## config.mk

```make
export PLATFORM = sky130hd
export DESIGN_NAME = scr1_clk_gate_ctrl_flat
export DESIGN_NICKNAME = d
export VERILOG_FILES = /design/src/rtl/scr1_clk_gate_ctrl_if.sv /design/src/rtl/scr1_clk_gate_ctrl.sv /design/src/flat_wrapper.sv
export SDC_FILE = /design/constraint.sdc
export NUM_CORES = 1
export LEC_CHECK = 0
export ABC_AREA = 1
export BUFFER_PORTS_ARGS = -buffer_cell sky130_fd_sc_hd__buf_4
export CAP_MARGIN = 20
export CORE_UTILIZATION = 47
export DETAILED_ROUTE_END_ITERATION = 10
export GPL_ROUTABILITY_DRIVEN = 0
export PLACE_DENSITY = 0.72
export SETUP_SLACK_MARGIN = 0.1
export SLEW_MARGIN = 10
export SYNTH_ARGS = -nofsm -noshare
export SYNTH_HDL_FRONTEND = slang
export SYNTH_SLANG_ARGS = --single-unit
export TNS_END_PERCENT = 5
```

## constraint.sdc

```tcl
create_clock -name clk -period 1.5 [get_ports clk]
set_clock_uncertainty 0.15 [all_clocks]
set_input_delay 0.075 -clock clk [delete_from_list [all_inputs] [get_ports clk]]
set_output_delay 0.075 -clock clk [all_outputs]
set_load 0.05 [all_outputs]
```

## src/rtl/scr1_clk_gate_ctrl_if.sv

```systemverilog
// Sleep/wake handshake and clock-gate enable signals between the core and the gate controller.
// The slave modport is the controller's view; the master modport is the core's view.
interface scr1_clk_gate_ctrl_if;
  logic       sleep_req;
  logic       core_idle;
  logic       wake_evt;
  logic       test_mode;
  logic       clk_en;
  logic       sleep_ack;
  logic       wakeup;
  logic       sleep_abort;
  logic [1:0] state_o;

  modport slave (
    input  sleep_req,
    input  core_idle,
    input  wake_evt,
    input  test_mode,
    output clk_en,
    output sleep_ack,
    output wakeup,
    output sleep_abort,
    output state_o
  );

  modport master (
    output sleep_req,
    output core_idle,
    output wake_evt,
    output test_mode,
    input  clk_en,
    input  sleep_ack,
    input  wakeup,
    input  sleep_abort,
    input  state_o
  );
endinterface

```

## src/rtl/scr1_clk_gate_ctrl.sv

```systemverilog
// Core clock-gate enable controller: gates after a qualified idle period following a sleep
// request, and ungates on wake while holding sleep_ack for a short settle window.
module scr1_clk_gate_ctrl #(
  parameter int IDLE_DLY = 4,
  parameter int WAKE_DLY = 2,
  parameter int CNT_W    = 4
) (
  input  logic                   clk,
  input  logic                   rst,
  scr1_clk_gate_ctrl_if.slave    bus
);

  typedef enum logic [1:0] {
    ST_RUN   = 2'd0,
    ST_DRAIN = 2'd1,
    ST_SLEEP = 2'd2,
    ST_WAKE  = 2'd3
  } state_t;

  localparam logic [CNT_W-1:0] IDLE_LOAD = CNT_W'(IDLE_DLY - 1);
  localparam logic [CNT_W-1:0] WAKE_LOAD = CNT_W'(WAKE_DLY - 1);

  state_t           state_reg, state_next;
  logic [CNT_W-1:0] cnt_reg, cnt_next;
  logic             clk_en_reg, clk_en_next;
  logic             sleep_ack_reg, sleep_ack_next;
  logic             wakeup_reg, wakeup_next;
  logic             sleep_abort_reg, sleep_abort_next;

  always_ff @(posedge clk) begin
    if (rst) begin
      state_reg       <= ST_RUN;
      cnt_reg         <= '0;
      clk_en_reg      <= 1'b1;
      sleep_ack_reg   <= 1'b0;
      wakeup_reg      <= 1'b0;
      sleep_abort_reg <= 1'b0;
    end else begin
      state_reg       <= state_next;
      cnt_reg         <= cnt_next;
      clk_en_reg      <= clk_en_next;
      sleep_ack_reg   <= sleep_ack_next;
      wakeup_reg      <= wakeup_next;
      sleep_abort_reg <= sleep_abort_next;
    end
  end

  always_comb begin
    state_next       = state_reg;
    cnt_next         = cnt_reg;
    clk_en_next      = 1'b1;
    sleep_ack_next   = 1'b0;
    wakeup_next      = 1'b0;
    sleep_abort_next = 1'b0;

    unique case (state_reg)
      ST_RUN: begin
        if (bus.sleep_req && !bus.wake_evt) begin
          state_next = ST_DRAIN;
          cnt_next   = IDLE_LOAD;
        end
      end

      ST_DRAIN: begin
        // A wake or withdrawn request beats idle completion on the same edge.
        if (bus.wake_evt || !bus.sleep_req) begin
          state_next       = ST_RUN;
          sleep_abort_next = 1'b1;
        end else if (!bus.core_idle) begin
          cnt_next = IDLE_LOAD;
        end else if (cnt_reg != '0) begin
          cnt_next = cnt_reg - CNT_W'(1);
        end else begin
          state_next     = ST_SLEEP;
          clk_en_next    = 1'b0;
          sleep_ack_next = 1'b1;
        end
      end

      ST_SLEEP: begin
        sleep_ack_next = 1'b1;
        if (bus.wake_evt || !bus.sleep_req) begin
          state_next  = ST_WAKE;
          cnt_next    = WAKE_LOAD;
        end else begin
          clk_en_next = 1'b0;
        end
      end

      ST_WAKE: begin
        // Requests are ignored here so the core always gets a full settle window.
        if (cnt_reg == '0) begin
          state_next  = ST_RUN;
          wakeup_next = 1'b1;
        end else begin
          cnt_next       = cnt_reg - CNT_W'(1);
          sleep_ack_next = 1'b1;
        end
      end

      default: begin
        state_next = ST_RUN;
      end
    endcase
  end

  assign bus.clk_en      = clk_en_reg | bus.test_mode;
  assign bus.sleep_ack   = sleep_ack_reg;
  assign bus.wakeup      = wakeup_reg;
  assign bus.sleep_abort = sleep_abort_reg;
  assign bus.state_o     = state_reg;

endmodule

```

## src/flat_wrapper.sv

```systemverilog
// flat-port wrapper written by rule: the top's interface ports become plain ports
module scr1_clk_gate_ctrl_flat 
#(
  parameter int IDLE_DLY = 4,
  parameter int WAKE_DLY = 2,
  parameter int CNT_W    = 4
)
  (clk, rst, bus_sleep_req, bus_core_idle, bus_wake_evt, bus_test_mode, bus_clk_en, bus_sleep_ack, bus_wakeup, bus_sleep_abort, bus_state_o);
  scr1_clk_gate_ctrl_if bus_i ();
  input  logic clk;
  input  logic rst;
  input wire logic [$bits(bus_i.sleep_req)-1:0] bus_sleep_req;
  input wire logic [$bits(bus_i.core_idle)-1:0] bus_core_idle;
  input wire logic [$bits(bus_i.wake_evt)-1:0] bus_wake_evt;
  input wire logic [$bits(bus_i.test_mode)-1:0] bus_test_mode;
  output wire logic [$bits(bus_i.clk_en)-1:0] bus_clk_en;
  output wire logic [$bits(bus_i.sleep_ack)-1:0] bus_sleep_ack;
  output wire logic [$bits(bus_i.wakeup)-1:0] bus_wakeup;
  output wire logic [$bits(bus_i.sleep_abort)-1:0] bus_sleep_abort;
  output wire logic [$bits(bus_i.state_o)-1:0] bus_state_o;
  assign bus_i.sleep_req = bus_sleep_req;
  assign bus_i.core_idle = bus_core_idle;
  assign bus_i.wake_evt = bus_wake_evt;
  assign bus_i.test_mode = bus_test_mode;
  assign bus_clk_en = bus_i.clk_en;
  assign bus_sleep_ack = bus_i.sleep_ack;
  assign bus_wakeup = bus_i.wakeup;
  assign bus_sleep_abort = bus_i.sleep_abort;
  assign bus_state_o = bus_i.state_o;
  scr1_clk_gate_ctrl #(.IDLE_DLY(IDLE_DLY), .WAKE_DLY(WAKE_DLY), .CNT_W(CNT_W)) u_core (.clk(clk), .rst(rst), .bus(bus_i));
endmodule
```

After elaboration in Yosys (flattened, before gate mapping)
Index checks and enable logic that the tools add are counted.

Reduce and logical (&&, ||, !) cells: 11. Muxes and demuxes: 25. Add/subtract/negate cells: 1. Equality and inequality tests: 11. Bitwise gates (word level): 3.

Operator list (number): $mux W4 (6); $pmux W4 S4 (1); $mux W2 (6); $reduce_and A5 Y1 (2); $mux W1 (9); $ne A3 B2 Y1 const B (3); $pmux W2 S4 (1); $ne A2 B1 Y1 const B (3); $eq A2 B2 Y1 const B (2); $logic_not A4 Y1 (1); $ne A2 B2 Y1 const B (2); $reduce_bool A4 Y1 (1); $reduce_or A2 Y1 (2); $sub A4 B1 Y4 const B (1); $pmux W1 S3 (1); $eq A2 B1 Y1 const B (1); $logic_not A1 Y1 (2); $logic_not A2 Y1 (1); $not A1 Y1 (2); $pmux W1 S2 (1); $logic_and A1 B1 Y1 (1); $logic_or A1 B1 Y1 (1); $or A1 B1 Y1 (1).

Bits in registers: 10. Output and inout port bits: 6. Word-level logic and storage cells: 57.

Logic depth before layout (Yosys ltp)
Gate-level depths: netlist of the first run.

Word-level depth: 5. Mapped depth: 10. Depth with buffers taken out: 10.

Worst setup path after synthesis of the first run
No wires, ideal clock.

Kind: reg-to-reg. Start: register u_core.state_reg[0], in the netlist u_core.bus.state_o[0]. End: register u_core.cnt_reg[1]. Required time: 1.234 ns. Slack: -0.381 ns. Data arrival time: 1.615 ns. Stages on the path, launching flop included: 9. Path through: dfxtp_1 inv_1 ha_1 nand3_1 nand2_2 nor2_4 nand2_4 o21ai_0 nor2_1.

Longest elaborated chain between the ends: 3.

Ends and longest elaborated chain: start: declaration (RTL line scr1_clk_gate_ctrl.sv:23) `state_t state_reg, state_next;`; start signal: assignment (RTL line scr1_clk_gate_ctrl.sv:39) `state_reg <= state_next;`; $eq A2 B1 Y1, or another cell as far along (RTL line scr1_clk_gate_ctrl.sv:56) `unique case (state_reg)`; $ne A3 B2 Y1 (no line), or another cell as far along; $reduce_and A5 Y1 (no line); end signal: assignment (RTL line scr1_clk_gate_ctrl.sv:40) `cnt_reg <= cnt_next;`; end: declaration (RTL line scr1_clk_gate_ctrl.sv:24) `logic [CNT_W-1:0] cnt_reg, cnt_next;`.

Parallel ways exist; a longest one is shown, timed or not. A chain may end at the register's enable or synchronous reset.

==> results.json, run 1 <==
{
  "outcome": "finished clean",
  "synth_common_cells": "14 x inv_1, 14 x nand2_1, 11 x nor2_1, 10 x dfxtp_1, 8 x nand3_1",
  "crit_chain": "inv_4 -> ha_4 -> inv_4 -> o21ai_4 -> nand2_2 -> nand2_4 -> inv_2 -> nand2_1 -> a21oi_2",
  "ys_types": 23,
  "hpwl_mm": 1.10,
  "yosysTopAreaCell": "dfxtp_1",
  "drtAntennaViolNets": 0,
  "clock_sinks": 10,
  "grt_pass1_vias": 553,
  "drt_iter0_drc": 4,
  "finalMaxSlewViolations": 0,
  "ir_drop_uv": 1200,
  "grt_antenna_before_repair": 0,
  "p_switching_mw": 0.945,
  "vias_per_cell": 4.88,
  "rsz0062_at_grt": "true",
  "clock_path_buffers": 2,
  "tightest_slew_ps": 198,
  "drv_cap": 0,
  "path_class": "reg2reg",
  "cp-start-kind": "flop",
  "filler_cell_count": 103,
  "min_period_over_period": 0.968,
  "cts_made_buffers": 3,
  "clock_latency_ps": 270,
  "synth_warnings": 0,
  "cp.arrival_ps": 1460,
  "whs_ps": 7.64,
  "swShare": 0.487,
  "clockPowerShare": 0.097,
  "final_layout_size_suffix_gt1_frac": 0.465,
  "port_buffers": 11,
  "cts_tree": "yes",
  "min_period_ps": 1450,
  "internal-power_mw": 0.996,
  "slowest_stage": "dfxtp_4",
  "grt-ovfl-total": 0,
  "slew_headroom": 0.868,
  "synth_flop_cell": "dfxtp_1",
  "ys_async_sr_fraction": 0,
  "finalSetupViolCount": 0,
  "seq_power_share": 0.243,
  "pwr-share-comb": 0.660,
  "worst-path-buf-inv": 3,
  "wl_per_cell_um": 10.6,
  "nets": 127,
  "synth_edf_count": 0,
  "critPathRequiredTime_ps": 1500,
  "cts-root-buf": "clkbuf_4",
  "start_util": 0.514,
  "vias": 629,
  "synth_top_area_share": 0.296,
  "grt_max_degree": 8,
  "die_area_um2": 1600,
  "htree_num_levels": 1,
  "areaGrowthSynthToFinish_pct": 38.4,
  "die_h_um": 40.0,
  "fp.dieW_um": 40.0,
  "track_usage": 0.207,
  "ys_seq_elements": 10,
  "cp-end-kind": "flop",
  "powerDensity_nw_per_um2": 2070,
  "hold_class": "in2reg",
  "clkTransAtPathRegs_ps": 60,
  "r2r_setup_slack_ps": 50,
  "ys_top_cells_by_area": "dfxtp_1 30%, ha_1 11%, inv_1 7.8%",
  "ys_seq_area_frac": 0.296,
  "grt_pass1_wl_mm": 2.19,
  "drc_errors": 0,
  "routed_wl_mm": 1.37,
  "synth_area_um2": 677,
  "synth_cells": 93,
  "post-route-util": 0.711,
  "final.setup.tns_ps": 0,
  "slowest_delay_ps": 370,
  "hold_viol": 0,
  "p_leak_nw": 0.416,
  "path_delay_family": "flip-flops",
  "drtPass1Iterations": 2,
  "largest_reg_flops": 4,
  "antenna_cells": 0,
  "crit_path_max_fanout": 5,
  "ios": 12,
  "fmax_mhz": 689,
  "syn_area_per_cell_um2": 7.28,
  "design.core.area_um2": 1320,
  "rows": 13,
  "crit_top_cell": "inv_4",
  "synth_nets": 105
}
placed cells by master (no fill, tap or decap), drive strengths merged:
cell         netlist  final
nand2             19     19
inv               18     18
nor2              15     15
buf                0     14
dfxtp             10     10
nand3              8      8
ha                 6      6
o21ai              5      5
clkbuf             0      4
dlygate4sd3        0      3
a21oi              3      3
nand4              2      2
nor3               2      2
or2                1      1
o21a               1      1
a22oi              1      1
o211ai             1      1
o2111ai            1      1
worst reg2reg max path: stages, from the launching register on:
cell     delay (ps)
dfxtp_4         370
inv_4            90
ha_4            170
inv_4            60
o21ai_4         170
nand2_2         100
nand2_4          90
inv_2            50
nand2_1          60
a21oi_2          50
power groups by stage:
stage          combinational, mW  sequential (mW)  clock [mW]
2_1_floorplan              0.835            0.566           0
3_3_place_gp                1.20            0.464           0
3_5_place_dp                1.20            0.470           0
4_1_cts                     1.23            0.465       0.200
5_1_grt                     1.42            0.484       0.211
6_report                    1.28            0.472       0.189
cell type report:
type | count | area [um^2] | share of cell area
flip-flops and latches | 10 | 210 | 0.224
inverters | 18 | 75.1 | 0.0801
well taps | 15 | 18.8 | 0.0200
multi-input cells | 65 | 472 | 0.503
repair buffers | 17 | 135 | 0.144
clock buffers | 4 | 26.3 | 0.0280
per-stage QoR:
step	power (mW)	area [um^2]	worst slack (ps)	cells
2_1_floorplan	1.40	742	11.1	93
3_3_place_gp	1.66	851	68.1	120
3_5_place_dp	1.67	851	46.8	120
4_1_cts	1.89	916	56.5	128
5_1_grt	2.12	937	-20.1	129
6_report	1.94	937	48.6	129
per-layer routing:
metal	vias to the layer above	track usage	routed length (um)
met5	-	0	0
met3	2	0.0667	65
li1	340	-	-
met1	276	0.248	602
met4	0	0.0517	10
met2	11	0.351	695
what timing repair did:
item / 4_1_cts / 5_1_grt
resized for setup: 3 / 6
setup endpoints to repair: 7 / 8
endpoints found under the hold margin: 4 / 0
hold buffers: 3 / 0
pin swaps: 3 / 4
setup buffers: 1 / 1
cells by family after synthesis:
family	count (synthesis)	share of synthesized area
simple gates	47	0.353
flops	10	0.296
buf+inv	18	0.0998
compound gates	12	0.140
fa+ha+maj	6	0.111
path summary, 6_finish.rpt:
path,start,end,depth (start not counted)
setup / recovery,flop,u_core.cnt_reg[0],9
hold / removal,bus_wake_evt,u_core.clk_en_reg,3
setup reg to reg,flop,u_core.cnt_reg[0],9
hold reg to reg,u_core.cnt_reg[0],u_core.cnt_reg[0],2
No activity file was read; power rests on OpenSTA's default activity.
==> run 2, diff against run 1 <==
Settings changed: HOLD_SLACK_MARGIN set to 0.08.
==> run 2 against run 1 <==
Net effect: first-iteration DRC count increased to 3.5 times the previous value; power decreased by 0.21%; non-clock buffer count unchanged; cell area unchanged; utilization unchanged; global-route usage decreased by 0.58 points; critical endpoint unchanged; critical path type unchanged.
==> results.json, run 2 (synthesis results as in run 1) <==
{
  "slew_headroom": 0.869,
  "crit_path_max_fanout": 5,
  "path_class": "reg2reg",
  "cts_made_buffers": 3,
  "p_leak_nw": 0.416,
  "die_h_um": 40.0,
  "largest_reg_flops": 4,
  "hold_class": "in2reg",
  "vias_per_cell": 4.92,
  "clkTransAtPathRegs_ps": 60,
  "antenna_cells": 0,
  "drtAntennaViolNets": 0,
  "grt_pass1_wl_mm": 2.14,
  "cp-end-kind": "flop",
  "layout_common_cells": "14 x buf_4, 13 x nand2_1, 9 x inv_1, 9 x nor2_1",
  "vias": 635,
  "p_total_mw": 1.94,
  "drv_cap": 0,
  "postPlaceCellArea_um2": 851,
  "clock_path_buffers": 2,
  "routed_wl_mm": 1.36,
  "cts_tree": "yes",
  "grt_pass1_vias": 537,
  "design.core.area_um2": 1320,
  "die_area_um2": 1600,
  "drc_errors": 0,
  "hpwl_mm": 1.10,
  "ios": 12,
  "final_layout_size_suffix_gt1_frac": 0.465,
  "powerDensity_nw_per_um2": 2070,
  "fmax_mhz": 693,
  "clock_latency_ps": 260,
  "fp.dieW_um": 40.0,
  "min_period_ps": 1440,
  "grt_antenna_before_repair": 0,
  "grt_max_degree": 8,
  "htree_num_levels": 1,
  "cts-root-buf": "clkbuf_4",
  "nets": 127,
  "cp-start-kind": "flop",
  "cp.arrival_ps": 1450,
  "outcome": "finished clean",
  "rsz0062_at_grt": "true",
  "finalMaxSlewViolations": 0,
  "hold_viol": 0,
  "postLayoutCellArea_um2": 937,
  "hold_start": "bus_sleep_req",
  "clock_sinks": 10,
  "track_usage": 0.201,
  "layout_commonest_cell": "buf_4",
  "drt_iter0_drc": 14,
  "wl_per_cell_um": 10.5,
  "finalSetupViolCount": 0,
  "grt-ovfl-total": 0,
  "rows": 13,
  "drtPass1Iterations": 4,
  "tightest_slew_ps": 195,
  "ir_drop_uv": 1180,
  "areaGrowthSynthToFinish_pct": 38.4,
  "start_util": 0.514,
  "min_period_over_period": 0.961,
  "critPathRequiredTime_ps": 1510,
  "port_buffers": 11
}
## run 2: cell counts in the layout (fill, tap and decap cells not counted)
Identical to the previous run, type by type.
## run 2: final timing paths
path | cells after the start | slack (ps) | to
max reg2reg | 9 | 60 | u_core.cnt_reg[0]
max | 9 | 60 | u_core.cnt_reg[0]
min | 6 | 190 | u_core.cnt_reg[3]
min reg2reg | 2 | 350 | u_core.cnt_reg[0]
## run 2: cell type report
class | instances | area (um^2)
tap | 15 | 18.8
multi-input combinational | 65 | 472
fill | 100 | 380
clock buffer | 4 | 26.3
timing repair buffer | 17 | 135
inverter | 18 | 75.1
sequential | 10 | 210
## run 2: critical path, cell delays in order, from the launching register on
cell	delay, ps
dfxtp_4	370
inv_4	80
ha_4	170
inv_4	50
o21ai_4	170
nand2_2	90
nand2_4	90
inv_2	40
nand2_1	60
a21oi_2	50
## run 2: what timing repair did
item                                   in CTS  in global routing
buffers inserted                            1                  1
gates resized for setup                     3                  6
endpoints found under the hold margin       9                  7
pin swaps                                   3                  4
setup endpoints to repair                   7                  8
hold buffers                                2                  1
## run 2: stage by stage
stage	TNS [ps]	hold slack, ps	instances	util	worst slack [ps]
after CTS	0	-164	127	0.688	56.7
final	0	194	129	0.711	58.0
after global routing	-48.1	216	129	0.711	-19.9
after floorplan	0	-12.6	93	-	11.1
after detailed placement	0	133	120	0.646	46.8
after global placement	0	127	120	0.646	68.1
## run 2: metal layers
metal,part of all wire,up-vias,routed length (um),track usage
met4,0.0074,0,10,0.0517
li1,-,340,-,-
met2,0.51,15,687,0.335
met1,0.44,278,597,0.245
met5,0,-,0,0
met3,0.046,2,63,0.0667
## run 2: power breakdown
group / internal [mW] / switching, mW / total (mW)
Combinational: 0.517 / 0.762 / 1.28
Sequential: 0.376 / 0.0933 / 0.469
Clock: 0.103 / 0.0857 / 0.188
